File: src/rtl/wb_line_master.sv
// rtl/wb_line_master.sv - Wishbone B3 wrapping-burst master moving one cache line per command
// Critical word first; read beats stream out, write beats stream in.
module wb_line_master #(
  parameter int dw      = 32,
  parameter int aw      = 32,
  parameter int beats   = 4,
  parameter int timeout = 255
) (
  input  logic          wb_clk_i,
  input  logic          wb_rst_ni,
  input  logic          cmd_valid_i,
  output logic          cmd_ready_o,
  input  logic          cmd_we_i,
  input  logic [aw-1:0] cmd_adr_i,
  input  logic          wr_valid_i,
  input  logic [dw-1:0] wr_dat_i,
  output logic          wr_ready_o,
  output logic          rd_valid_o,
  output logic [dw-1:0] rd_dat_o,
  output logic [3:0]    rd_beat_o,
  output logic          done_o,
  output logic          err_o,
  output logic [aw-1:0] wb_adr_o,
  output logic [dw-1:0] wb_dat_o,
  output logic [3:0]    wb_sel_o,
  output logic          wb_we_o,
  output logic          wb_cyc_o,
  output logic          wb_stb_o,
  output logic [2:0]    wb_cti_o,
  output logic [1:0]    wb_bte_o,
  input  logic [dw-1:0] wb_dat_i,
  input  logic          wb_ack_i,
  input  logic          wb_err_i,
  input  logic          wb_rty_i
);
  localparam int lg = $clog2(beats);
  localparam int TW = $clog2(timeout + 2);
  localparam logic [TW-1:0] TO_LAST  = TW'(timeout > 0 ? timeout - 1 : 0);
  localparam logic [lg-1:0] CNT_LAST = lg'(beats - 1);
  localparam logic [1:0]    BTE      = (beats == 16) ? 2'b11 : (beats == 8) ? 2'b10 : 2'b01;

  localparam logic [1:0] S_IDLE  = 2'd0;
  localparam logic [1:0] S_BURST = 2'd1;
  localparam logic [1:0] S_DONE  = 2'd2;

  logic [1:0]       state_q, state_d;
  logic [aw-lg-3:0] base_q, base_d;
  logic [lg-1:0]    word_q, word_d;
  logic [lg-1:0]    cnt_q, cnt_d;
  logic             we_q, we_d;
  logic             err_q, err_d;
  logic [TW-1:0]    to_q, to_d;
  logic [aw-1:0]    adr_q, adr_d;

  logic          in_burst, stb, fault, ack_ok, last, to_hit;
  logic [lg-1:0] beat_idx, next_idx;

  assign in_burst = (state_q == S_BURST);
  // A write beat is only offered to the bus while the producer has data.
  assign stb      = in_burst & (we_q ? wr_valid_i : 1'b1);
  assign fault    = in_burst & (wb_err_i | wb_rty_i);
  assign ack_ok   = stb & wb_ack_i & ~wb_err_i & ~wb_rty_i;
  assign last     = (cnt_q == CNT_LAST);
  assign to_hit   = (timeout != 0) && stb && !wb_ack_i && !fault && (to_q == TO_LAST);
  assign beat_idx = word_q + cnt_q;
  assign next_idx = beat_idx + lg'(1);

  assign cmd_ready_o = (state_q == S_IDLE);
  assign wb_cyc_o    = in_burst;
  assign wb_stb_o    = stb;
  assign wb_we_o     = in_burst & we_q;
  assign wb_adr_o    = adr_q;
  assign wb_dat_o    = wr_dat_i;
  assign wb_sel_o    = 4'hf;
  assign wb_cti_o    = in_burst ? (last ? 3'b111 : 3'b010) : 3'b000;
  assign wb_bte_o    = BTE;
  assign rd_valid_o  = ack_ok & ~we_q;
  assign rd_dat_o    = wb_dat_i;
  assign rd_beat_o   = 4'(beat_idx);
  assign wr_ready_o  = ack_ok & we_q;
  assign done_o      = (state_q == S_DONE);
  assign err_o       = (state_q == S_DONE) & err_q;

  always_comb begin
    state_d = state_q;
    base_d  = base_q;
    word_d  = word_q;
    cnt_d   = cnt_q;
    we_d    = we_q;
    err_d   = err_q;
    to_d    = to_q;
    adr_d   = adr_q;
    case (state_q)
      S_IDLE: begin
        if (cmd_valid_i) begin
          state_d = S_BURST;
          base_d  = cmd_adr_i[aw-1:lg+2];
          word_d  = cmd_adr_i[lg+1:2];
          we_d    = cmd_we_i;
          cnt_d   = '0;
          to_d    = '0;
          err_d   = 1'b0;
          adr_d   = cmd_adr_i & ~aw'(3);
        end
      end
      S_BURST: begin
        if (fault || to_hit) begin
          state_d = S_DONE;
          err_d   = 1'b1;
        end else if (ack_ok) begin
          to_d = '0;
          if (last) begin
            state_d = S_DONE;
          end else begin
            cnt_d = cnt_q + lg'(1);
            adr_d = {base_q, next_idx, 2'b00};
          end
        end else if (stb) begin
          to_d = to_q + TW'(1);
        end
      end
      S_DONE:  state_d = S_IDLE;
      default: state_d = S_IDLE;
    endcase
  end

  always_ff @(posedge wb_clk_i) begin
    if (!wb_rst_ni) begin
      state_q <= S_IDLE;
      base_q  <= '0;
      word_q  <= '0;
      cnt_q   <= '0;
      we_q    <= 1'b0;
      err_q   <= 1'b0;
      to_q    <= '0;
      adr_q   <= '0;
    end else begin
      state_q <= state_d;
      base_q  <= base_d;
      word_q  <= word_d;
      cnt_q   <= cnt_d;
      we_q    <= we_d;
      err_q   <= err_d;
      to_q    <= to_d;
      adr_q   <= adr_d;
    end
  end
endmodule

File: config.mk
export PLATFORM = sky130hd
export DESIGN_NAME = wb_line_master
export DESIGN_NICKNAME = d
export VERILOG_FILES = /design/src/rtl/wb_line_master.sv
export SDC_FILE = /design/constraint.sdc
export NUM_CORES = 1
export LEC_CHECK = 0
export ABC_AREA = 0
export CORE_MARGIN = 1.5
export CORE_UTILIZATION = 30
export DETAILED_ROUTE_END_ITERATION = 10
export GPL_TIMING_DRIVEN = 0
export PLACE_DENSITY = 0.74
export SLEW_MARGIN = 0
export SYNTH_ARGS = -nofsm -noshare
export SYNTH_HDL_FRONTEND = slang
export SYNTH_SLANG_ARGS = --single-unit
export TNS_END_PERCENT = 20
File: constraint.sdc
create_clock -name wb_clk_i -period 2.5 [get_ports wb_clk_i]
set_clock_uncertainty 0.05 [all_clocks]
set_input_delay 0.25 -clock wb_clk_i [delete_from_list [all_inputs] [get_ports wb_clk_i]]
set_output_delay 0.25 -clock wb_clk_i [all_outputs]
set_load 0.02 [all_outputs]
Yosys cells after proc, flatten, opt, wreduce, memory -nomap -nowiden --
Cells that the tools add are included.
Storage, ports and cells: memories 0, output and inout bits 117, register bits after elaboration 77, latch bits 0, input port bits 104, memory bits (writable) 0, bits in read-only memories 0
Operators by class: eq/ne operators 12, order comparisons 0, mux-type cells 26, bitwise gates (word level) 13, $mul 0, add/sub/neg operators 4, div/mod/pow operators 0, shift operators 0, reduce and logical (&&, ||, !) cells 13
Operators with widths (count):
- $mux 32 | 4
- $pmux 32 s2 | 1
- $mux 9 | 4
- $pmux 9 s2 | 1
- $mux 2 | 8
- $add 9x1->9 const B | 1
- $and 1x1->1 | 9
- $eq 9x8->1 const B | 1
- $ne 3x1->1 const B | 3
- $pmux 2 s2 | 2
- $mux 3 | 2
- $ne 2x2->1 const B | 3
- $reduce_and 3->1 | 2
- $reduce_and 5->1 | 1
- $add 2x1->2 const B | 2
- $eq 2x2->1 const B | 2
- $ne 2x1->1 const B | 2
- $reduce_and 4->1 | 1
- $logic_and 1x1->1 | 3
- $mux 1 | 3
- $not 1->1 | 3
- $add 2x2->2 | 1
- $eq 2x1->1 const B | 1
- $logic_not 1->1 | 2
- 6 further kinds | 6

Longest topological paths before layout --
word-level depth 8, depth in mapped cells 8

Worst setup path after synthesis --
Ideal clock, no wire load.
kind reg2reg, from register state_q[0], to register to_q[1], stages on the path, launching flop included 7, arrival time 1.708 ns, path slack 0.672 ns, period minus slack after synthesis 1.828 ns, setup time 0.070 ns, data required time 2.380 ns, path buffers 1, path through dfxtp_1 > and3b_1 > a2111oi_0 > a21bo_1 > buf_6 > or4_1 > a21boi_1
Between the ends: word-level cells in the longest chain between the ends 8, elaborated cells between the ends (all ways) 20, classes of those cells eq/ne (4); mux (3); bitwise (5); reduce/logical (8)
Ends and longest elaborated chain:
- start: declaration | line 46 | logic [1:0] state_q, state_d;
- start signal: assignment | line 138 | state_q <= state_d;
- $eq 2x1->1 | line 58, 93
- $and 1x1->1, on equally long branches | line 60, 61
- $and 1x1->1 (tied with other cells) | line 62 | assign ack_ok = stb & wb_ack_i & ~wb_err_i & ~wb_rty_i;
- $and 1x1->1 or $logic_and 1x1->1 (tied branches) (2 in a row) | line 62, 64
- $mux 9 or $logic_or 1x1->1 (tied branches) | line 110, 107
- $mux 9 or $ne 2x2->1 (tied branches)
- $pmux 9 s2 or $reduce_and 4->1 (tied branches)
- end signal: assignment | line 144 | to_q <= to_d;
- end: declaration | line 52 | logic [TW-1:0] to_q, to_d;
Several ways; a longest one is shown, not always the timed one. The select of a mux whose other input is x is not followed. A chain may end at the register's enable or synchronous reset.

Worst setup path after layout --
from register state_q[0], to output port wb_cti_o[1]
Between the ends: word-level cells in the longest chain between the ends 2
Ends and longest elaborated chain:
- $eq 2x1->1 | line 58 | assign in_burst = (state_q == S_BURST);
- $mux 3 | line 75 | assign wb_cti_o = in_burst ? (last ? 3'b111 : 3'b010) : 3'b000;
- end: declaration | line 29 | output logic [2:0] wb_cti_o,
No other way between the ends.

==> out/metrics.yaml <==
status: "completed"
p_per_area_mw_per_mm2: 638
grt_overflow_total: 0
layout-drive-gt1-share: 0.160
r2r-end: "wb_adr_o[6]$_SDFFE_PN0P_"
diodes: 0
grt_antenna_before_repair: 0
crit_required_ns: 2.20
relSlewSlack: 0.550
cts.reportedPaths.clkPinSlew_ns: 0.06
row_count: 41
ys_warn_count: 0
clock-sinks: 75
worst_hold_startpoint: "wb_rst_ni"
hold_class: "in2reg"
final_nets: 766
ctsHoldBuffers: 0
avgSynthCellArea_um2: 8.02
min_period_over_period: 0.950
yosysTopAreaCell: "dfxtp_1"
hold_viol: 0
reg2reg_depth: 8
wl_mm: 11.9
syn_to_final_growth_pct: 50.9
p_seq_frac: 0.354
chipWidth_um: 118
p_leak_nw: 2.68
vias: 3847
synthTopCellsByArea: "dfxtp_1, buf_4, nand2_1, o211a_1, a21boi_0"
die_h_um: 118
vias_per_cell: 4.61
maxCapViolCount: 0
htree_levels: 3
ys_types: 41
post-cts-setup-buffers: 0
numCtsBuffers: 9
grt_util_all_layers: 0.169
rsz0062_at_grt: "no"
reg2reg_slack_ns: 0.27
ys_ff_latch: 75
layout_commonest_cell: "clkdlybuf4s50_1"
die_area_mm2: 0.0140
power_switching_mw: 1.11
r2r-start: "state_q[0]$_SDFFE_PN0P_"
gp_routability_congestion: 0.798
wire_per_inst_um: 14.3
dp_cells: 819
postRouteAntennaNets: 0
grt_max_degree: 14
layout_common_cells: "clkdlybuf4s50_1, nand2_1, buf_4"
arrival_ns: 2.07
grt_first_pass_wirelength_mm: 18.9
cts_tree: "done"
core-area_mm2: 0.0128
p_sw_frac: 0.289
report.final.slew_viol_count: 0
fmax_ghz: 0.421
io_pins: 221
grt_pass1_vias: 3740
netlist.area_leader.share: 0.377
critPathKind: "reg2out"
worstSetupEndpointType: "output pin"
start_util: 0.311
crit_path_start: "state_q[0]$_SDFFE_PN0P_"
first_pass_iters: 4
syn_area_mm2: 0.00398
fin_util: 0.470
clk_latency_ns: 0.33
route.detailed.drc: 0
hold_depth: 3
root_buffer: "clkbuf_16"
seq_area_frac_synth: 0.377
synth_cells: 496
finalSetupViolCount: 0
critPathMaxFanout: 11
start_kind: "flop"
portBuffers: 143
min_period_ns: 2.37
dp_hpwl_mm: 9.14
drt_iter0_markers: 159
worst_pin_slew_ns: 0.670
p_int_mw: 2.72
post_layout_nonfiller_instances: 835
clockPowerShare: 0.375
cts_buffer_depth: 2
ir_drop_uv: 360
combPwrFrac: 0.271
hold_path_end: "to_q[5]$_SDFFE_PN0P_"
[critical path: stages, from the launching register on]
cell,delay (ns)
dfxtp_1,0.41
nand2b_1,0.17
inv_2,0.08
clkbuf_4,0.21
buf_6,0.18
buf_4,0.11
clkdlybuf4s50_1,0.58
[worst max-delay path by stage]
stage | to | slack [ns]
2_1_floorplan | to_q[1]$_SDFFE_PN0P_ | 0.67
3_3_place_gp | wb_stb_o | -0.01
3_5_place_dp | wb_we_o | -0.001
4_1_cts | wb_we_o | -0.01
5_1_grt | wb_cti_o[1] | 0.01
6_report | wb_cti_o[1] | 0.13
[cells in the mapped netlist (all sizes together)]
| library cell | n |
|---|---|
| nand2b | 6 |
| ha | 4 |
| nand4 | 3 |
| a2111oi | 1 |
| and3 | 2 |
| o21a | 1 |
| nor2 | 8 |
| or4 | 1 |
| o211a | 29 |
| and2 | 5 |
| and3b | 1 |
| nand2 | 135 |
| o211ai | 3 |
| a221oi | 1 |
| o32ai | 3 |
| conb | 2 |
| nand3b | 1 |
| buf | 85 |
| nand4b | 3 |
| or2 | 1 |
| nor3 | 5 |
| a31oi | 1 |
| inv | 3 |
| nor2b | 5 |
| mux2i | 2 |
| a21bo | 1 |
| and4 | 1 |
| a21oi | 5 |
| o21ai | 6 |
| xnor2 | 2 |
| o22ai | 2 |
| a21boi | 36 |
| nand3 | 35 |
| dfxtp | 75 |
| clkbuf | 22 |
[metrics by stage]
| step | TNS [ns] | hold WS, ns | cell area (um^2) | setup WS (ns) | power (mW) |
|---|---|---|---|---|---|
| detailed placement | -0.00120 | 0.406 | 5660 | -0.00120 | 2.42 |
| finish | 0 | 0.284 | 6000 | 0.126 | 3.83 |
| floorplan | 0 | 0.345 | 4010 | 0.672 | 1.97 |
| global placement | -0.0133 | 0.400 | 5660 | -0.0133 | 2.40 |
| global route | 0 | 0.336 | 6000 | 0.0112 | 4.00 |
| CTS | -0.0100 | 0.285 | 6000 | -0.0100 | 3.87 |
[power groups by stage]
stage | combinational (mW) | sequential [mW] | clock [mW]
6_report | 1.04 | 1.35 | 1.44
4_1_cts | 1.04 | 1.36 | 1.47
2_1_floorplan | 0.530 | 1.44 | 0
3_5_place_dp | 1.04 | 1.38 | 0
3_3_place_gp | 1.02 | 1.38 | 0
5_1_grt | 1.12 | 1.37 | 1.52
[state kept, by name, indices dropped and copies added, names as in the netlist]
name	count
base_q	28
cnt_q	2
err_q	1
state_q	2
to_q	9
wb_adr_o	30
we_q	1
word_q	2
[logic make-up after synthesis]
family	share of synthesized area
AO/OA/AOI/OAI	0.185
XOR/XNOR	0.00440
adder cells (fa/ha/maj)	0.0126
buffers and inverters	0.179
flip-flops	0.377
multiplexers	0.00503
other	0.00189
AND/OR/NAND/NOR	0.235
[routing by layer]
layer	global-route usage	share of wire
met1	0.193	0.42
met2	0.300	0.49
met4	0.0526	0.012
met5	0	0
met3	0.0497	0.079
[repair_timing]
item,CTS,global route
setup endpoints to repair,6,3
resized for setup,8,3
pin swaps,0,0
[layout make-up]
class / instances / area (um^2)
fillers: 1207 / 6770
plain buffers: 107 / 714
flip-flops and latches: 75 / 1500
well taps: 172 / 215
multi-input cells: 319 / 1800
clock inverters: 5 / 83.8
repair buffers: 143 / 1430
clock buffers: 11 / 253
inverters: 3 / 11.3
Note: power is estimated with default switching activity, not from simulation.
